**config.mk**
```make
export PLATFORM = sky130hd
export DESIGN_NAME = multicycle_control
export DESIGN_NICKNAME = d
export VERILOG_FILES = /design/src/rtl/multicycle_control.sv
export SDC_FILE = /design/constraint.sdc
export NUM_CORES = 1
export LEC_CHECK = 0
export CAP_MARGIN = 30
export CORE_AREA = 2 2 39 41
export DETAILED_ROUTE_END_ITERATION = 7
export DIE_AREA = 0 0 41 43
export GPL_ROUTABILITY_DRIVEN = 0
export PLACE_DENSITY_LB_ADDON = 0.15
export SYNTH_ARGS = -nofsm -noshare
export SYNTH_HDL_FRONTEND = slang
export SYNTH_SLANG_ARGS = --single-unit
```
**constraint.sdc**
```tcl
create_clock -name clk -period 2.6 [get_ports clk]
set_input_delay 0.39 -clock clk [delete_from_list [all_inputs] [get_ports clk]]
set_output_delay 0.39 -clock clk [all_outputs]
set_load 0.01 [all_outputs]
```
**src/rtl/multicycle_control.sv**
```systemverilog
// Moore control FSM for the multicycle MIPS datapath: sequences fetch/decode/execute and drives datapath enables and selects.
// Optional bne support is enabled by defining MULTICYCLE_CONTROL_BNE_EN.
module multicycle_control (
  input  logic       clk,
  input  logic       reset,
  input  logic [5:0] Op,
  input  logic       Zero,
  output logic       pc_en,
  output logic       IRWrite,
  output logic       MemWrite,
  output logic       RegWrite,
  output logic       IorD,
  output logic       RegDst,
  output logic       MemtoReg,
  output logic       ALUSrcA,
  output logic [1:0] ALUSrcB,
  output logic [1:0] ALUOp,
  output logic [1:0] PCSrc,
  output logic       illegal
);

  localparam logic [5:0] OP_R    = 6'b000000;
  localparam logic [5:0] OP_LW   = 6'b100011;
  localparam logic [5:0] OP_SW   = 6'b101011;
  localparam logic [5:0] OP_BEQ  = 6'b000100;
  localparam logic [5:0] OP_ADDI = 6'b001000;
  localparam logic [5:0] OP_J    = 6'b000010;
`ifdef MULTICYCLE_CONTROL_BNE_EN
  localparam logic [5:0] OP_BNE  = 6'b000101;
`endif

  typedef enum logic [3:0] {
    FETCH   = 4'd0,
    DECODE  = 4'd1,
    MEMADR  = 4'd2,
    MEMRD   = 4'd3,
    MEMWB   = 4'd4,
    MEMWR   = 4'd5,
    EXECUTE = 4'd6,
    ALUWB   = 4'd7,
    BRANCH  = 4'd8,
    ADDIEX  = 4'd9,
    ADDIWB  = 4'd10,
    JUMP    = 4'd11
  } state_t;

  state_t state;
  state_t nextState;
  logic   pcWrite;
  logic   branch;
  logic   decodeIllegal;

  always_comb begin
    nextState     = FETCH;
    decodeIllegal = 1'b0;
    case (state)
      FETCH:   nextState = DECODE;
      DECODE: begin
        case (Op)
          OP_LW, OP_SW: nextState = MEMADR;
          OP_R:         nextState = EXECUTE;
          OP_BEQ:       nextState = BRANCH;
`ifdef MULTICYCLE_CONTROL_BNE_EN
          OP_BNE:       nextState = BRANCH;
`endif
          OP_ADDI:      nextState = ADDIEX;
          OP_J:         nextState = JUMP;
          default: begin
            nextState     = FETCH;
            decodeIllegal = 1'b1;
          end
        endcase
      end
      MEMADR:  nextState = (Op == OP_SW) ? MEMWR : MEMRD;
      MEMRD:   nextState = MEMWB;
      EXECUTE: nextState = ALUWB;
      ADDIEX:  nextState = ADDIWB;
      default: nextState = FETCH;
    endcase
  end

`ifdef MULTICYCLE_CONTROL_BNE_EN
  // Branch sense is captured while the opcode is valid in DECODE; BRANCH then uses it to invert Zero.
  logic sense;

  always_ff @(posedge clk) begin
    if (reset) begin
      state <= FETCH;
      sense <= 1'b0;
    end else begin
      state <= nextState;
      if (state == DECODE)
        sense <= (Op == OP_BNE);
    end
  end
`else
  localparam logic sense = 1'b0;

  always_ff @(posedge clk) begin
    if (reset)
      state <= FETCH;
    else
      state <= nextState;
  end
`endif

  // Moore decode: everything is 0 while reset is held or the state encoding is unreachable.
  always_comb begin
    pcWrite  = 1'b0;
    branch   = 1'b0;
    IRWrite  = 1'b0;
    MemWrite = 1'b0;
    RegWrite = 1'b0;
    IorD     = 1'b0;
    RegDst   = 1'b0;
    MemtoReg = 1'b0;
    ALUSrcA  = 1'b0;
    ALUSrcB  = 2'b00;
    ALUOp    = 2'b00;
    PCSrc    = 2'b00;
    illegal  = 1'b0;
    if (!reset) begin
      case (state)
        FETCH: begin
          IRWrite = 1'b1;
          ALUSrcB = 2'b01;
          pcWrite = 1'b1;
        end
        DECODE: begin
          ALUSrcB = 2'b11;
          illegal = decodeIllegal;
        end
        MEMADR, ADDIEX: begin
          ALUSrcA = 1'b1;
          ALUSrcB = 2'b10;
        end
        MEMRD:   IorD = 1'b1;
        MEMWB: begin
          MemtoReg = 1'b1;
          RegWrite = 1'b1;
        end
        MEMWR: begin
          IorD     = 1'b1;
          MemWrite = 1'b1;
        end
        EXECUTE: begin
          ALUSrcA = 1'b1;
          ALUOp   = 2'b10;
        end
        ALUWB: begin
          RegDst   = 1'b1;
          RegWrite = 1'b1;
        end
        BRANCH: begin
          ALUSrcA = 1'b1;
          ALUOp   = 2'b01;
          PCSrc   = 2'b01;
          branch  = 1'b1;
        end
        ADDIWB:  RegWrite = 1'b1;
        JUMP: begin
          PCSrc   = 2'b10;
          pcWrite = 1'b1;
        end
        default: ;
      endcase
    end
  end

  assign pc_en = pcWrite | (branch & (Zero ^ sense));

endmodule

```
# Word-level counts from Yosys, hierarchy flattened

Index checks and enable logic that the tools add are counted.

Bits in registers: 4
Input bits: 9
Output and inout bits: 15
Word-level logic and storage cells: 58

Equality and inequality tests: 16
Multiplexer cells: 30
Bitwise gates (word level): 2
Reductions and logical operators: 9

Operators with widths:

| operator                                                               | count |
|---|---|
| 4-bit one-hot mux with 6 select lines                                  | 1 |
| 1-bit two-way mux                                                      | 21 |
| 4-bit one-hot mux with 5 select lines                                  | 1 |
| 4-bit by 3-bit equality test with 1-bit output (second input constant) | 4 |
| 4-bit equality test (second input constant)                            | 4 |
| 6-bit equality test (second input constant)                            | 2 |
| 4-bit by 2-bit equality test with 1-bit output (second input constant) | 2 |
| 2-bit one-hot mux with 2 select lines                                  | 2 |
| 2-bit OR reduction                                                     | 4 |
| 6-bit by 2-bit equality test with 1-bit output (second input constant) | 1 |
| 6-bit by 3-bit equality test with 1-bit output (second input constant) | 1 |
| 6-bit by 4-bit equality test with 1-bit output (second input constant) | 1 |
| 6-bit zero test                                                        | 1 |
| 2-bit two-way mux                                                      | 3 |
| 2-bit one-hot mux with 3 select lines                                  | 1 |
| 6-bit OR reduction                                                     | 1 |
| 4-bit by 1-bit equality test with 1-bit output (second input constant) | 1 |
| 4-bit zero test                                                        | 1 |
| 4-bit OR reduction                                                     | 1 |
| 3-bit two-way mux                                                      | 1 |
| 3-bit OR reduction                                                     | 1 |
| 1-bit AND                                                              | 1 |
| 1-bit bitwise OR                                                       | 1 |

# Logic depth before layout (Yosys ltp)

Gate-level depths: netlist of run 1.

Word-level depth: 5
Gate-level depth with buffers: 5
Mapped depth without buffers: 3

# Worst setup path before layout of run 1

No wires, ideal clock.

Path kind: register to output
Start point: register state[1]
End point: output port PCSrc[0]
Arrival: 1.325 ns
Data required time: 2.210 ns
Path slack: 0.885 ns
Stages on the path, launching flop included: 5
Buffers on the path: 3
Cell sequence: dfxtp_1 -> buf_4 -> buf_2 -> nor4_1 -> buf_4

Longest elaborated chain between the ends: 3
Elaborated cells between the ends (all ways): 4
Classes of those cells: 2 x eq/ne; 2 x mux

Ends and longest elaborated chain:

| item                                    | line | source |
|---|---|---|
| start, declared                         | 47   | `state_t state;` |
| start signal, assigned                  | 103  | `state <= nextState;` |
| 4-bit equality test                     | 123  | `case (state)` |
| 2-bit one-hot mux with 2 select lines * | 123  |  |
| 2-bit two-way mux *                     | 122  | `if (!reset) begin` |
| end, declared                           | 18   | `output logic [1:0] PCSrc,` |

Mark *: on every way between the ends. The rest lies on a longest branch, timed or not.

# Worst setup path after layout of run 1

Start point: input port Op[1]
End point: output port illegal

Longest elaborated chain between the ends: 5
Elaborated cells between the ends (all ways): 10
Classes of those cells: 5 x eq/ne; 3 x mux; 2 x reduce/logical

Ends and longest elaborated chain:

| item                                        | line | source |
|---|---|---|
| start, declared                             | 6    | `input logic [5:0] Op,` |
| 6-bit equality test (tied with other cells) | 59   | `case (Op)` |
| 6-bit OR reduction (no line) *              | n/a  |  |
| 1-bit two-way mux *                         | 59   |  |
| 1-bit two-way mux *                         | 123  |  |
| 1-bit two-way mux *                         | 122  |  |
| end, declared                               | 19   | `output logic illegal` |

Marks and branches as above.

==> results of run 1 <==
cells in the mapped netlist, types with 2 or more instances:
cell	instances	area, µm²
nor4_1	3	18.77
a21o_1	3	22.52
nand2_1	2	7.510
buf_2	2	10.01
nor4b_1	2	17.52
xor2_1	2	17.52
buf_4	2	15.01
inv_1	2	7.510
clkbuf_1	4	15.01
dfxtp_1	4	80.08
nand3b_1	2	15.01
nor2_1	5	18.77
nand4_1	2	12.51
o21ai_0	2	10.01
nand3_1	2	10.01
nor3_1	7	35.03
a21oi_1	2	10.01
nand2b_1	2	12.51
a211oi_1	3	22.52
cell families after synthesis:
family,count (synthesis),share of synthesized area [%]
XOR/XNOR,3,5.086
AND/OR/NAND/NOR,33,39.23
buffers and inverters,10,9.200
flip-flops,4,15.50
AO/OA/AOI/OAI,20,30.99
per-layer routing:
metal,track usage [%],vias up,routed length (µm)
met5,0,-,0
met4,8.000,0,19
met3,3.665,4,67
met2,26.88,23,626
met1,23.55,269,658
li1,-,319,-
final timing paths:
check,slack (ns),end,cells after the start
worst max-delay path,0.12,illegal,5
worst min-delay path,0.62,state[2]$_SDFF_PP0_,2
worst max register to register,1.17,state[1]$_SDFF_PP0_,4
worst min register to register,0.62,state[2]$_SDFF_PP0_,2
worst reg2reg max path: stages (launching register included):
cell	delay (ns)
dfxtp_1	0.30
buf_4	0.18
or3b_4	0.43
a31o_1	0.21
a221oi_2	0.22
through the flow:
step	util, %	setup WS, ns
after floorplan	-	0.8847
after global placement	55.79	0.1448
after detailed placement	55.79	0.1264
after CTS	57.41	0.1127
after global routing	57.41	0.005482
final	57.41	0.1238
cell type report:
| type | count | area, µm² |
|---|---|---|
| tap | 16 | 20.02 |
| inverter | 2 | 7.507 |
| timing repair buffer | 29 | 275.3 |
| multi-input combinational | 56 | 389.1 |
| fill | 153 | 589.3 |
| sequential | 4 | 80.08 |
| clock buffer | 3 | 22.52 |
power groups by stage:
stage          logic [µW]  registers, µW  clock network [µW]
2_1_floorplan        34.8           66.3                   0
3_3_place_gp         71.6           66.4                   0
3_5_place_dp         71.8           66.5                   0
4_1_cts              72.3           65.6                80.2
5_1_grt              78.5           66.0                81.8
6_report             72.1           65.6                76.7
==> metrics.sh, run 1 <==
UNREPAIRED_SETUP_ENDPOINTS_AFTER_GLOBAL_ROUTING='false'
CRIT_PATH_CELL_TRACE='clkdlybuf4s50_1, xor2_1, o211a_1, nor4b_2, clkdlybuf4s50_1'
CTS_HOLD_BUF=0
GLOBAL_ROUTE.OVERFLOW_TOTAL=0
ANT_NETS=0
CLOCK-ROOT-BUFFER='clkbuf_4'
WORST_EP_REQUIRED_TIME_NS=2.21
CRITICAL-PATH-MAX-STAGE-DELAY_NS=0.57
DIE_Y_UM=43
LARGEST-REGISTER='state'
SYNTHESIS.AREA_UM2=516.7
SYNTH_FF_TYPE='dfxtp_1'
CTS_TREE='built'
TIMING.CRITICAL_PATH.FROM_TYPE='input port'
MAXCAPVIOLCOUNT=0
LARGEST_REG_FLOPS=4
SYNTH_CELL_TYPE_COUNT=36
CRITICAL_PATH_PEAK_FANOUT=5
STD_CELL_ROWS=14
CLK-INSERTION-DELAY-LATE_NS=0.24
TIMING.FINAL.SETUP_VIOLATIONS=0
SHARE_SEQ_OF_TOTAL_POWER_PCT=30.6
DPL_CELL_AREA_UM2=772.0
SLEW_VIOL_FINAL=0
DRT_FIRST_PASS_ITERS=4
CLK_PIN_SLEW_WORST_PATHS_NS=0.04
SW_FRAC_OF_TOTAL_PCT=28.24
GRT_PASS1_VIAS=500
CTS.REPAIR_TIMING.SETUP_BUFFER_COUNT=0
CRITICAL_PATH.N_BUFFERS_INVERTERS=2
PART_OF_THE_POWER_IN_COMBINATIONAL_LOGIC_PCT=33.6
FINAL.SETUP_SKEW_NS=0.005997
CRITPATHKIND='in2out'
REMAINING_DRC_ERRORS=0
REPORT.FINAL.HOLD_VIOL_COUNT=0
YOSYS_WARNINGS=0
R2R-START='state[0]$_SDFF_PP0_'
POST_SYNTH_INST_COUNT=70
HOLD_PATH_CLASS='reg2reg'
ROUTE.FINAL.WIRE_LENGTH_UM=1371
DP_CELLS=107
INITIAL_CORE_UTIL_PCT=37.34
YOSYS_REGISTER_BITS=4
POST-DP-HPWL_UM=1025
GRT_PASS1_WL_UM=2194
MAX_SLEW.WORST_PIN.SLEW_NS=0.3626
DRT-WIRELENGTH-PER-CELL_UM=12.46
CRITICAL-PATH-TOP-CELL-BY-COUNT='clkdlybuf4s50_1'
CTSLONGESTPATHBUFFERS=2
AVG_VIAS_PER_CELL=5.591
LEAKAGE_uW=0.0002863
PROPORTION_OF_SYNTHESIZED_CHIP_AREA_IN_SEQUENTIAL_CELLS_PCT=15.50
LAYOUT-AREA-OVERHEAD-VS-SYNTH_PCT=53.75
FINAL_PERIOD_UTILIZATION_PCT=95.24
DIODE_COUNT=0
REG.LARGEST.LIST='state x4'
DRT_ITER0_DRC=15
CRIT_START='Op[1]'
POWER_FRAC_CLOCK_PCT=35.8
LAYOUT-DRIVE-GT1-SHARE_PCT=13.83
NUM-NETS-FINAL=105
DESIGN.PORTCOUNT=24
FINAL.MIN_CLOCK_PERIOD_NS=2.476
POST_CTS_RESIZE_COUNT=0
OUTCOME='finished, final reports clean'
MAXIMUM_NUMBER_OF_PINS_ON_ONE_NET_BEFORE_GLOBAL_ROUTE_REPAIR=15
TRITONCTS_BUFFERS=3
CRITICAL-PATH-SLOWEST-CELL='clkdlybuf4s50_1'
PSW_uW=60.52
ANTENNA_VIOLATIONS_BEFORE_REPAIR=0
SYNTH.NET_COUNT=79
ASYNC_FLOP_SHARE_PCT=0
POWER.TOTAL_uW=214.3
POWER_DENSITY_mW_PER_MM2=269.8
TIMING.CRITICAL_PATH.MAX_DELAY_FAMILY='buffers and inverters'
SETUP_TNS_NS=0
WORSTPATHARRIVAL_NS=2.09
CORE_AREA_MM2=0.001384
CTS_SINKS=4
SYNTHESIZED_AREA_PER_CELL_UM2=7.382
VDD_IR_MAX_V=0.0002052
FIN_WORST_HOLD_SLACK_NS=0.6164
FINISH.CELL_COUNT_WITHOUT_FILLERS=110
INTERNAL-POWER_uW=153.8
HP-START='state[1]$_SDFF_PP0_'
LAYOUT.CELLS.MOST_COMMON_LIST='23 x clkdlybuf4s50_1, 7 x nor3_1, 6 x buf_4'
CTS.HTREE.LEVELS=1
SYNTH_ENABLE_FLOP_CELLS=0
PORT_BUFFERS=23
DR_TOTAL_VIAS=615
END_KIND='primary output'
POSTLAYOUTCELLAREA_UM2=794.5
GR-USAGE-ALL-LAYERS_PCT=17.89
LAYOUT_COMMONEST_CELL='clkdlybuf4s50_1'
MAX_SLEW_HEADROOM_PCT=75.79
DIE_AREA_MM2=0.001763
ACHIEVABLE-FREQUENCY_GHz=0.4038
FP.DIEW_UM=41
(Power assumes the default switching activity.)
==> run 2, diff against run 1 <==
--- a/config.mk
+++ b/config.mk
@@ -11,6 +11,7 @@
 export DIE_AREA = 0 0 41 43
 export GPL_ROUTABILITY_DRIVEN = 0
 export PLACE_DENSITY_LB_ADDON = 0.15
+export SLEW_MARGIN = 20
 export SYNTH_ARGS = -nofsm -noshare
 export SYNTH_HDL_FRONTEND = slang
 export SYNTH_SLANG_ARGS = --single-unit
==> results of run 2 <==
No change in the layout: final DEF, timing and power equal those of run 1.
==> edit: new RTL, config.mk and constraints of run 2 <==
The option `MULTICYCLE_CONTROL_BNE_EN` is turned on by a define.
--- a/src/rtl/multicycle_control.sv
+++ b/src/rtl/multicycle_control.sv
@@ -1,5 +1,7 @@
 // Moore control FSM for the multicycle MIPS datapath: sequences fetch/decode/execute and drives datapath enables and selects.
 // Optional bne support is enabled by defining MULTICYCLE_CONTROL_BNE_EN.
+`define MULTICYCLE_CONTROL_BNE_EN
+
 module multicycle_control (
   input  logic       clk,
   input  logic       reset,
Function: changed (Yosys sat finds a counterexample within 4 cycles, from zero or initial values and one cycle with reset high).
==> edit against run 2 <==
- sequential cell count grew 1
- die area stayed put
- design area increased by 2.4%
- wire length fell by 2.5%
- synthesized area decreased by 1.2%
- power grew 13%
- non-clock buffer count stayed put
- highest routed layer unchanged
- setup slack lost 16 ps
==> edit: results <==
[outcome]
status = "finished, final reports clean"

[critical_path]
setup.worst_path.start = "Op[0]"
worst_r2r_path_depth = 3
max_stage_delay_ps = 480

[routing]
drtPass1Iterations = 2
vias = 622
wl_met1_um = 603
wl_met2_um = 667

[timing]
clock_skew_ps = 3.37
whs_ps = 485

[grt]
grt_usage_pct = 16.9
use_met2_pct = 27.2
grt_pass1_vias = 523
gr-usage-met1_pct = 21.2
grt_pass1_wl_mm = 2.11
grt_start_max_net_pins = 14

[synth]
synth_area_leaders = "dfxtp_1 20%, nor3_1 8.8%, nand2b_1 7.4%"
syn_nets = 83
netlist_top_cells_count = "10 x nor2_1, 9 x nor3_1, 6 x nand2b_1"
synth_cells = 74
synth-compound-area-share_pct = 19.4
synthXorXnorAreaFrac_pct = 6.86

[placed_design]
post-place-ws_ps = -5.26

[layout]
drive_above_1_share_pct = 10.9

[clocking]
cts_resized = 1

[power_and_ir_drop]
cellLeakagePower_uw = 0.000264
-- edit: cell types whose count changed after synthesis, moves of 2 or more --
cell,run 2,this run
nor2_1,5,10
nand2b_1,2,6
a21o_1,3,0
a21oi_1,2,5
a31oi_1,0,2
buf_4,2,0
inv_1,2,0
nand3b_1,2,4
nand4_1,2,0
nor3_1,7,9
o21ai_0,2,0
xnor2_1,1,3
-- edit: tightest hold or removal path: stages, from the launching register on --
cell	delay, ps
dfxtp_1	320
nand2b_1	70
a21oi_1	50
-- edit: area by class of cell --
cell class | instances | area (sq um) | area share (%)
Multi-Input combinational cell | 63 | 392 | 48.2
Sequential cell | 5 | 100 | 12.3
Timing Repair Buffer | 29 | 275 | 33.8
Clock buffer | 4 | 26.3 | 3.23
Tap cell | 16 | 20.0 | 2.46
-- edit: report_power, final --
part	total (uW)	leakage (uW)	internal [uW]	switching, uW
combinational	71.2	0.000208	40.1	31.1
clock	87.8	0.0000150	57.9	29.9
sequential	84.0	0.0000406	79.1	4.91
total	243	0.000264	177	65.9
